### src/rtl/apb_reg_bank_pkg.sv
// apb_reg_bank_pkg
// Shared types and constants for the APB register bank.
//   state_t      : access FSM state encoding (IDLE, WAIT, RESP)
//   CNT_WIDTH    : width of the wait-state down-counter
//   lane_count() : number of byte lanes for a given data width
package apb_reg_bank_pkg;

    typedef enum logic [1:0] {
        IDLE = 2'd0,
        WAIT = 2'd1,
        RESP = 2'd2
    } state_t;

    localparam int CNT_WIDTH = 4;

    function automatic int lane_count(input int data_width);
        return data_width / 8;
    endfunction

endpackage

### src/rtl/apb_reg_bank_store.sv
// apb_reg_bank_store
// DEPTH x DATA_WIDTH register storage with per-byte write enables and a
// registered read port. Every register resets to RESET_VAL.
// Ports:
//   clk, reset : clock, asynchronous active-high reset
//   addr       : word address (caller guarantees addr < DEPTH when we/re set)
//   we, strb   : write enable and byte-lane enables
//   wdata      : write data
//   re         : read enable; rdata loads mem[addr] when set, else 0
//   rdata      : registered read data
module apb_reg_bank_store
    import apb_reg_bank_pkg::*;
#(
    parameter int                    DATA_WIDTH = 32,
    parameter int                    DEPTH      = 24,
    parameter int                    ADDR_WIDTH = $clog2(DEPTH),
    parameter logic [DATA_WIDTH-1:0] RESET_VAL  = '0
) (
    input  logic                               clk,
    input  logic                               reset,
    input  logic [ADDR_WIDTH-1:0]              addr,
    input  logic                               we,
    input  logic                               re,
    input  logic [DATA_WIDTH-1:0]              wdata,
    input  logic [lane_count(DATA_WIDTH)-1:0]  strb,
    output logic [DATA_WIDTH-1:0]              rdata
);

    localparam int LANES = lane_count(DATA_WIDTH);

    logic [DATA_WIDTH-1:0] mem [DEPTH];

    always_ff @(posedge clk or posedge reset) begin
        if (reset) begin
            for (int i = 0; i < DEPTH; i++) begin
                mem[i] <= RESET_VAL;
            end
            rdata <= '0;
        end else begin
            if (we) begin
                for (int b = 0; b < LANES; b++) begin
                    if (strb[b]) begin
                        mem[addr][8*b +: 8] <= wdata[8*b +: 8];
                    end
                end
            end
            // Read port doubles as the response data register: it is cleared
            // on every cycle that is not an in-range read completion.
            rdata <= re ? mem[addr] : '0;
        end
    end

endmodule

### src/rtl/apb_reg_bank.sv
// apb_reg_bank
// Parametrised APB slave register bank with byte strobes, programmable wait
// states and an optional error response for out-of-range addresses.
// Optional feature macro: APB_REG_BANK_SLVERR_EN (out-of-range -> slverr=1).
// Ports:
//   clk, reset              : clock, asynchronous active-high reset
//   addr, wr, wdata, strb   : APB transfer fields (word address)
//   sel, enable             : APB select / access-phase indicator
//   ready, rdata, slverr    : registered response, valid while ready=1
//
// state | meaning
// ------+---------------------------------------------------------------
// IDLE  | waiting for a setup phase (sel=1, enable=0)
// WAIT  | transfer latched, counting down wait states; sel=0 aborts
// RESP  | access committed, ready high for this one cycle
module apb_reg_bank
    import apb_reg_bank_pkg::*;
#(
    parameter int                    DATA_WIDTH  = 32,
    parameter int                    DEPTH       = 24,
    parameter int                    ADDR_WIDTH  = $clog2(DEPTH),
    parameter logic [DATA_WIDTH-1:0] RESET_VAL   = 'h0,
    parameter int                    WAIT_CYCLES = 0
) (
    input  logic                               clk,
    input  logic                               reset,
    input  logic [ADDR_WIDTH-1:0]              addr,
    input  logic                               wr,
    input  logic [DATA_WIDTH-1:0]              wdata,
    input  logic [lane_count(DATA_WIDTH)-1:0]  strb,
    input  logic                               sel,
    input  logic                               enable,
    output logic                               ready,
    output logic [DATA_WIDTH-1:0]              rdata,
    output logic                               slverr
);

    localparam int LANES = lane_count(DATA_WIDTH);

    state_t                 state_q, state_d;
    logic [CNT_WIDTH-1:0]   cnt_q, cnt_d;
    logic                   latch, exec;

    logic [ADDR_WIDTH-1:0]  addr_q;
    logic                   wr_q;
    logic [DATA_WIDTH-1:0]  wdata_q;
    logic [LANES-1:0]       strb_q;

    logic [ADDR_WIDTH-1:0]  acc_addr;
    logic                   acc_wr;
    logic [DATA_WIDTH-1:0]  acc_wdata;
    logic [LANES-1:0]       acc_strb;
    logic                   in_range;
    logic                   ready_q;

    always_ff @(posedge clk or posedge reset) begin
        if (reset) begin
            state_q <= IDLE;
            cnt_q   <= '0;
        end else begin
            state_q <= state_d;
            cnt_q   <= cnt_d;
        end
    end

    always_comb begin
        state_d = state_q;
        cnt_d   = cnt_q;
        latch   = 1'b0;
        exec    = 1'b0;
        case (state_q)
            IDLE: begin
                if (sel && !enable) begin
                    latch = 1'b1;
                    if (WAIT_CYCLES == 0) begin
                        state_d = RESP;
                        exec    = 1'b1;
                    end else begin
                        state_d = WAIT;
                        cnt_d   = CNT_WIDTH'(WAIT_CYCLES - 1);
                    end
                end
            end
            WAIT: begin
                if (!sel) begin
                    state_d = IDLE;
                    cnt_d   = '0;
                end else if (cnt_q == '0) begin
                    state_d = RESP;
                    exec    = 1'b1;
                end else begin
                    cnt_d = cnt_q - 1'b1;
                end
            end
            RESP: begin
                state_d = IDLE;
            end
            default: begin
                state_d = IDLE;
            end
        endcase
    end

    always_ff @(posedge clk or posedge reset) begin
        if (reset) begin
            addr_q  <= '0;
            wr_q    <= 1'b0;
            wdata_q <= '0;
            strb_q  <= '0;
        end else if (latch) begin
            addr_q  <= addr;
            wr_q    <= wr;
            wdata_q <= wdata;
            strb_q  <= strb;
        end
    end

    // Zero-wait accesses execute on the setup edge itself, before the
    // latched copy exists, so they use the live bus fields.
    always_comb begin
        if (state_q == IDLE) begin
            acc_addr  = addr;
            acc_wr    = wr;
            acc_wdata = wdata;
            acc_strb  = strb;
        end else begin
            acc_addr  = addr_q;
            acc_wr    = wr_q;
            acc_wdata = wdata_q;
            acc_strb  = strb_q;
        end
    end

    assign in_range = ({1'b0, acc_addr} < (ADDR_WIDTH+1)'(DEPTH));

    apb_reg_bank_store #(
        .DATA_WIDTH (DATA_WIDTH),
        .DEPTH      (DEPTH),
        .ADDR_WIDTH (ADDR_WIDTH),
        .RESET_VAL  (RESET_VAL)
    ) u_store (
        .clk   (clk),
        .reset (reset),
        .addr  (acc_addr),
        .we    (exec && acc_wr && in_range),
        .re    (exec && !acc_wr && in_range),
        .wdata (acc_wdata),
        .strb  (acc_strb),
        .rdata (rdata)
    );

    // exec is only ever high on the edge entering RESP, so ready/slverr
    // fall automatically on the edge leaving it.
    always_ff @(posedge clk or posedge reset) begin
        if (reset) begin
            ready_q <= 1'b0;
        end else begin
            ready_q <= exec;
        end
    end

    assign ready = ready_q;

`ifdef APB_REG_BANK_SLVERR_EN
    logic slverr_q;

    always_ff @(posedge clk or posedge reset) begin
        if (reset) begin
            slverr_q <= 1'b0;
        end else begin
            slverr_q <= exec && !in_range;
        end
    end

    assign slverr = slverr_q;
`else
    assign slverr = 1'b0;
`endif

endmodule

### config.mk
export PLATFORM = sky130hd
export DESIGN_NAME = apb_reg_bank
export DESIGN_NICKNAME = d
export VERILOG_FILES = /design/src/rtl/apb_reg_bank_pkg.sv /design/src/rtl/apb_reg_bank_store.sv /design/src/rtl/apb_reg_bank.sv
export SDC_FILE = /design/constraint.sdc
export NUM_CORES = 2
export LEC_CHECK = 0
export BUFFER_PORTS_ARGS = -buffer_cell sky130_fd_sc_hd__buf_2
export CELL_PAD_IN_SITES_DETAIL_PLACEMENT = 1
export CELL_PAD_IN_SITES_GLOBAL_PLACEMENT = 1
export CORE_ASPECT_RATIO = 0.8
export CORE_MARGIN = 4
export CORE_UTILIZATION = 51
export DETAILED_ROUTE_END_ITERATION = 8
export GPL_TIMING_DRIVEN = 0
export PLACE_DENSITY_LB_ADDON = 0.1
export SYNTH_ARGS = -nofsm -noshare
export SYNTH_HDL_FRONTEND = slang
export SYNTH_HIERARCHICAL = 1
export SYNTH_SLANG_ARGS = --single-unit
### constraint.sdc
create_clock -name clk -period 39.9 [get_ports clk]
set_clock_uncertainty 0.15 [all_clocks]
set_input_delay 11.97 -clock clk [delete_from_list [all_inputs] [get_ports clk]]
set_output_delay 11.97 -clock clk [all_outputs]
set_load 0.01 [all_outputs]
# ---- After elaboration in Yosys (flattened, before gate mapping)
# Index checks and enable logic that the tools add are counted.
dict set report totals {
  out_inout_bits 34
  in_bits 46
  ff_bits 849
  elab_cells 91
}
dict set report op_classes {
  n_mux 38
  add_sub_neg 1
  n_lt_le_gt_ge 3
  bitwise 1
  n_eq_ne 4
  n_reduce_logical 12
}
# op count
set ops {}
lappend ops {{two-way mux 768 bit} 7}
lappend ops {{bitwise mux 768 bit} 4}
lappend ops {{demux 32 bit (select 5 bit)} 4}
lappend ops {{binary-select mux 32 bit (select 5 bit)} 1}
lappend ops {{two-way mux 32 bit} 5}
lappend ops {{two-way mux 24 bit} 1}
lappend ops {{two-way mux 16 bit} 1}
lappend ops {{two-way mux 4 bit} 3}
lappend ops {{two-way mux 8 bit} 1}
lappend ops {{greater-or-equal comparator 6 bit, second input constant} 1}
lappend ops {{logical AND 1 bit} 6}
lappend ops {{less-than comparator 6 x 1 -> 1 bit, second input constant} 1}
lappend ops {{two-way mux 2 bit} 3}
lappend ops {{inverter 5 -> 6 bit} 1}
lappend ops {{less-than comparator 5 bit, second input constant} 1}
lappend ops {{two-way mux 1 bit} 5}
lappend ops {{two-way mux 5 bit} 1}
lappend ops {{logical NOT 4 bit} 1}
lappend ops {{inequality test 2 bit, second input constant} 2}
lappend ops {{case mux 2 bit (2 select lines)} 1}
lappend ops {{AND reduction 2 bit} 2}
lappend ops {{subtractor 4 x 1 -> 4 bit, second input constant} 1}
lappend ops {{inequality test 3 bit, second input constant} 1}
lappend ops {{equality test 2 x 1 -> 1 bit, second input constant} 1}
lappend ops {{other kinds (3)} 4}

# ---- Depth between registers and ports, before layout
dict set report depth {
  word_depth 18
  depth_mapped 10
  mapped_depth_nobuf 5
}

# ---- By module
# Netlist, hierarchy kept.
# module cells_per_inst area_per_inst_um2 seq_area_each_um2 instances
set by_module_without_submodules {}
lappend by_module_without_submodules {apb_reg_bank_store 2169 37634.8 20019.2 1}
lappend by_module_without_submodules {apb_reg_bank 144 2195.9 1076.0 1}

# ---- Least setup slack after synthesis
# Ideal clock, no wire load.
dict set report synth_path {
  path_kind {input to register}
  startpoint {input port enable}
  endpoint {register u_store/mem[176] in the netlist's numbering}
  arrival_ns 14.209
  slack_ns 25.416
  setup_ns 0.125
  required_time_ns 39.625
  stages 9
  path_buffers 4
  path_cell_list {or3b_1 buf_6 buf_6 nor3b_1 buf_2 buf_6 nand4b_4 nor2_8 mux2_4}
}
dict set report synth_via {
  elab_chain_cells 6
}
# item line_no
set synth_rtl {}
lappend synth_rtl {{start: declaration} apb_reg_bank.sv:32} ;# input logic enable,
lappend synth_rtl {{logical NOT 1 bit} apb_reg_bank.sv:73} ;# if (sel && !enable) begin
lappend synth_rtl {{logical AND 1 bit} apb_reg_bank.sv:73}
lappend synth_rtl {{two-way mux 1 bit} -}
lappend synth_rtl {{case mux 1 bit (2 select lines)} apb_reg_bank.sv:71} ;# case (state_q)
lappend synth_rtl {{logical AND 1 bit (2 in a row)} apb_reg_bank.sv:145} ;# .we (exec && acc_wr && in_range),
lappend synth_rtl {{end signal: indexed assignment} apb_reg_bank_store.sv:43} ;# mem[addr][8*b +: 8] <= wdata[8*b +: 8];
lappend synth_rtl {{end: declaration} apb_reg_bank_store.sv:31} ;# logic [DATA_WIDTH-1:0] mem [DEPTH];
# Every way passes these cells.
# A chain may end at the register's enable or synchronous reset.

# ---- Worst setup path after layout
dict set report layout_path {
  startpoint {input port addr[3]}
  endpoint {register u_store.rdata[18]}
}
dict set report layout_via {
  elab_chain_cells 6
  elab_cells_between_ends 8
  cone_classes {1 x order compare; 5 x mux; 1 x bitwise; 1 x reduce/logical}
}
# item line_no
set layout_rtl {}
lappend layout_rtl {{start: declaration} apb_reg_bank.sv:27} ;# input logic [ADDR_WIDTH-1:0] addr,
lappend layout_rtl {{two-way mux 5 bit (*)} apb_reg_bank.sv:121} ;# if (state_q == IDLE) begin
lappend layout_rtl {{net acc_addr[3]} apb_reg_bank.sv:49} ;# logic [ADDR_WIDTH-1:0] acc_addr;
lappend layout_rtl {{inverter 5 -> 6 bit (not written as such)} apb_reg_bank_store.sv:49} ;# rdata <= re ? mem[addr] : '0;
lappend layout_rtl {{binary-select mux 32 bit (select 5 bit)} apb_reg_bank_store.sv:49}
lappend layout_rtl {{two-way mux 32 bit (not written as such) (2 in a row)} apb_reg_bank_store.sv:49}
lappend layout_rtl {{two-way mux 32 bit (*)} apb_reg_bank_store.sv:49}
lappend layout_rtl {{end signal: assignment} apb_reg_bank_store.sv:49}
lappend layout_rtl {{end: declaration} apb_reg_bank_store.sv:26} ;# output logic [DATA_WIDTH-1:0] rdata
# Mark *: on every way through the listed nets, which the timed path passes. The rest lies on a longest branch. The select of a mux whose other input is x is not followed.

==> run metrics <==
synth unique cells=32; Buffers on Ports=78; Max FO, Critical Path=10; DRC viols=0; power per cell area=around 45 nW/µm²; Startpoint Class=input port; Setup Buffers After CTS=0; placed cell areas=roughly 42,000 µm²; Vias=~22,000; Final nets=2,533; Post-synth EDFFs=0; Die Ht=258 µm; endpoints failing setup=0; worst setup margin=roughly 25 ns; cell area after layout=approximately 45,000 µm²; global-route usage over all layers=28.4%; share of the synthesized area in the top cell type=between 50% and 60%; total CTS buffers=between 80 and 90; max cap viols=0; crit path capture type=flip-flop; status=finished, final reports clean; Seq/Total Area, Yosys=roughly 53%; Reg2Reg Depth=8; clk sinks=~840; gpl congestion=about 0.80; maximum clock path buffer count=3; CTS tree=yes; Synth Cell Area=around 40,000 µm²; most area-consuming cells after synthesis=dfrtp_1 53%, mux4_2 11%, mux2_1 10%; fmax=between 60 and 70 MHz; Clk Tree Root Cell=clkbuf_16; Post-Syn Area per Cell=17.2 µm²; fin. max-slew vios=0; Final ANT Viol Nets=0; Cell Rows=between 90 and 100; Async S/R FF share, synth=100%; Yosys reg bits=~840; max_slew headroom=roughly 7.2%; Setup TNS Final=0 ns; Worst EP required=about 40 ns; Synth Flop Type=dfrtp_1; htree depth=3; Placement Setup Slack=about 25 ns; die footprint=82,700 µm²; antenna violations before repair=3; Die Wd=between 300 and 400 µm; Worst-Margin Slew=about 1.4 ns; # IOs=80; Area Overhead vs Synth=12.1%; RSZ-0062 raised after global routing=false; Hold Fails Final Rpt=0; critical path arrival=15.07 ns; Hold Path Depth=1; Avg WL per Cell=32.3 µm; Post-CTS Hold Fix Bufs=0; WS Path Type=in -> reg; final wirelength=115,000 µm; Worst-Skew Late Latency=0.65 ns; synth warn=6; synthesized netlist cell count=about 2,300; Worst VDD drop=0.0379 mV; Final Critical Period=14.71 ns; clock slew at reported path FFs=about 0.060 ns; post-synth top area cell=dfrtp_1; initial DRC count=~1,800; largest net degree at the start of global routing=around 130; Hold Crit Class=reg -> reg; DP Wirelength=around 76,000 µm; Remaining Overflow, GRT=0; cts repair resizes=0; initial core utilization=about half; number of global-route vias before repair=between 20,000 and 25,000; Period Utilization, post-route=between 30 and 40%; core area=77,200 µm²; drt first pass iters=5; Pleak=roughly 0.023 µW; syn nets=around 2,400; Hold WS=approximately 0.33 ns; share of post-route cells with drive strength above 1=approximately 42%; DR vias/cell=roughly 6; global-route wire length before repair=172,000 µm
==> flip-flops by register name, summed over array words and instances (netlist names) <==
register,cells
strb_q,4
state_q,1
ready,1
wdata_q,32
addr_q,5
u_store/mem,768
u_store/rdata,32
==> through the flow <==
stage	util, %	cells	power (µW)
after floorplan	-	2313	1090
after global placement	53.8	3414	1160
after detailed placement	54.0	3420	1170
after CTS	57.8	3576	2020
after global routing	57.8	3576	2080
final	57.8	3577	2000
==> layout make-up <==
type | instances | area (µm²)
antenna | 1 | 2.50
buffer | 166 | 897
clock buffer | 133 | 2700
clock inverter | 23 | 275
fill | 6909 | 32500
inverter | 5 | 31.3
multi-input combinational | 1299 | 17800
sequential | 843 | 21100
tap | 1023 | 1280
timing repair buffer | 84 | 556
==> per-layer routing <==
layer / vias up / share of wire (%) / GRT usage, %
met3: 201 / 6.8 / 7.25
li1: 9101 / - / -
met2: 622 / 45 / 43.1
met5: - / 0.011 / 0
met1: 12166 / 45 / 40.7
met4: 2 / 3.3 / 8.69
==> critical path, stage by stage <==
cell      delay (ns)
buf_2           0.15
mux2_2          0.31
buf_2           0.19
nor3_2          0.85
clkbuf_1        0.81
a22oi_1         0.35
a31oi_1         0.42
==> path summary, 6_finish.rpt <==
path                            startpoint                end  slack (ns)
min                        u_store/mem[76]    u_store/mem[76]        0.33
max reg2reg                     state_q[1]  u_store/rdata[18]       34.96
min in group asynchronous            reset   u_store/mem[619]       11.29
min reg2reg                u_store/mem[76]    u_store/mem[76]        0.33
max in group asynchronous            reset   u_store/mem[285]       26.66
max                                addr[3]  u_store/rdata[18]       25.19
==> power breakdown <==
| group | switching (µW) | internal [µW] |
|---|---|---|
| Combinational | 135 | 92.5 |
| Sequential | 25.0 | 902 |
| Clock | 341 | 504 |
| Total | 501 | 1500 |
==> cells in the final DEF, fill, tap and decap left out, types with 2 or more instances in the layout <==
cell,synthesis,routed
buf_16,0,6
buf_4,3,3
clkbuf_2,2,2
or3b_1,4,4
nand2_1,24,24
inv_6,0,2
inv_1,4,2
nand4b_4,8,8
mux2_4,272,272
nor4bb_1,4,4
clkbuf_8,0,22
clkinv_2,0,14
buf_6,14,14
mux2_2,215,215
a22oi_1,96,96
a31oi_1,32,32
buf_2,45,123
buf_1,2,2
bufinv_16,0,6
dfrtp_1,843,843
clkbuf_16,0,93
nor2_8,72,72
inv_4,1,2
buf_12,4,4
mux2_1,363,363
nor3b_1,4,4
mux4_2,192,192
nand4_4,4,4
clkbuf_1,93,111
buf_8,3,3
and3b_1,2,2
==> cell usage after synthesis (2+ instances only) <==
master	n
buf_12	4
buf_4	3
buf_6	14
inv_1	4
or3b_1	4
buf_2	45
nand2_1	24
nor4bb_1	4
buf_8	3
mux2_2	215
dfrtp_1	843
nor3b_1	4
nand4b_4	8
mux2_4	272
nand4_4	4
a22oi_1	96
nor2_8	72
clkbuf_1	93
mux4_2	192
buf_1	2
and3b_1	2
clkbuf_2	2
mux2_1	363
a31oi_1	32
==> logic make-up after synthesis <==
logic type / synth area share [%]
AOI/OAI and AO/OA: 2.31
and+or+nand+nor: 4.96
other: 0.00941
muxes: 37.5
buffers and inverters: 2.31
DFF: 53.0
(Power assumes the default switching activity.)
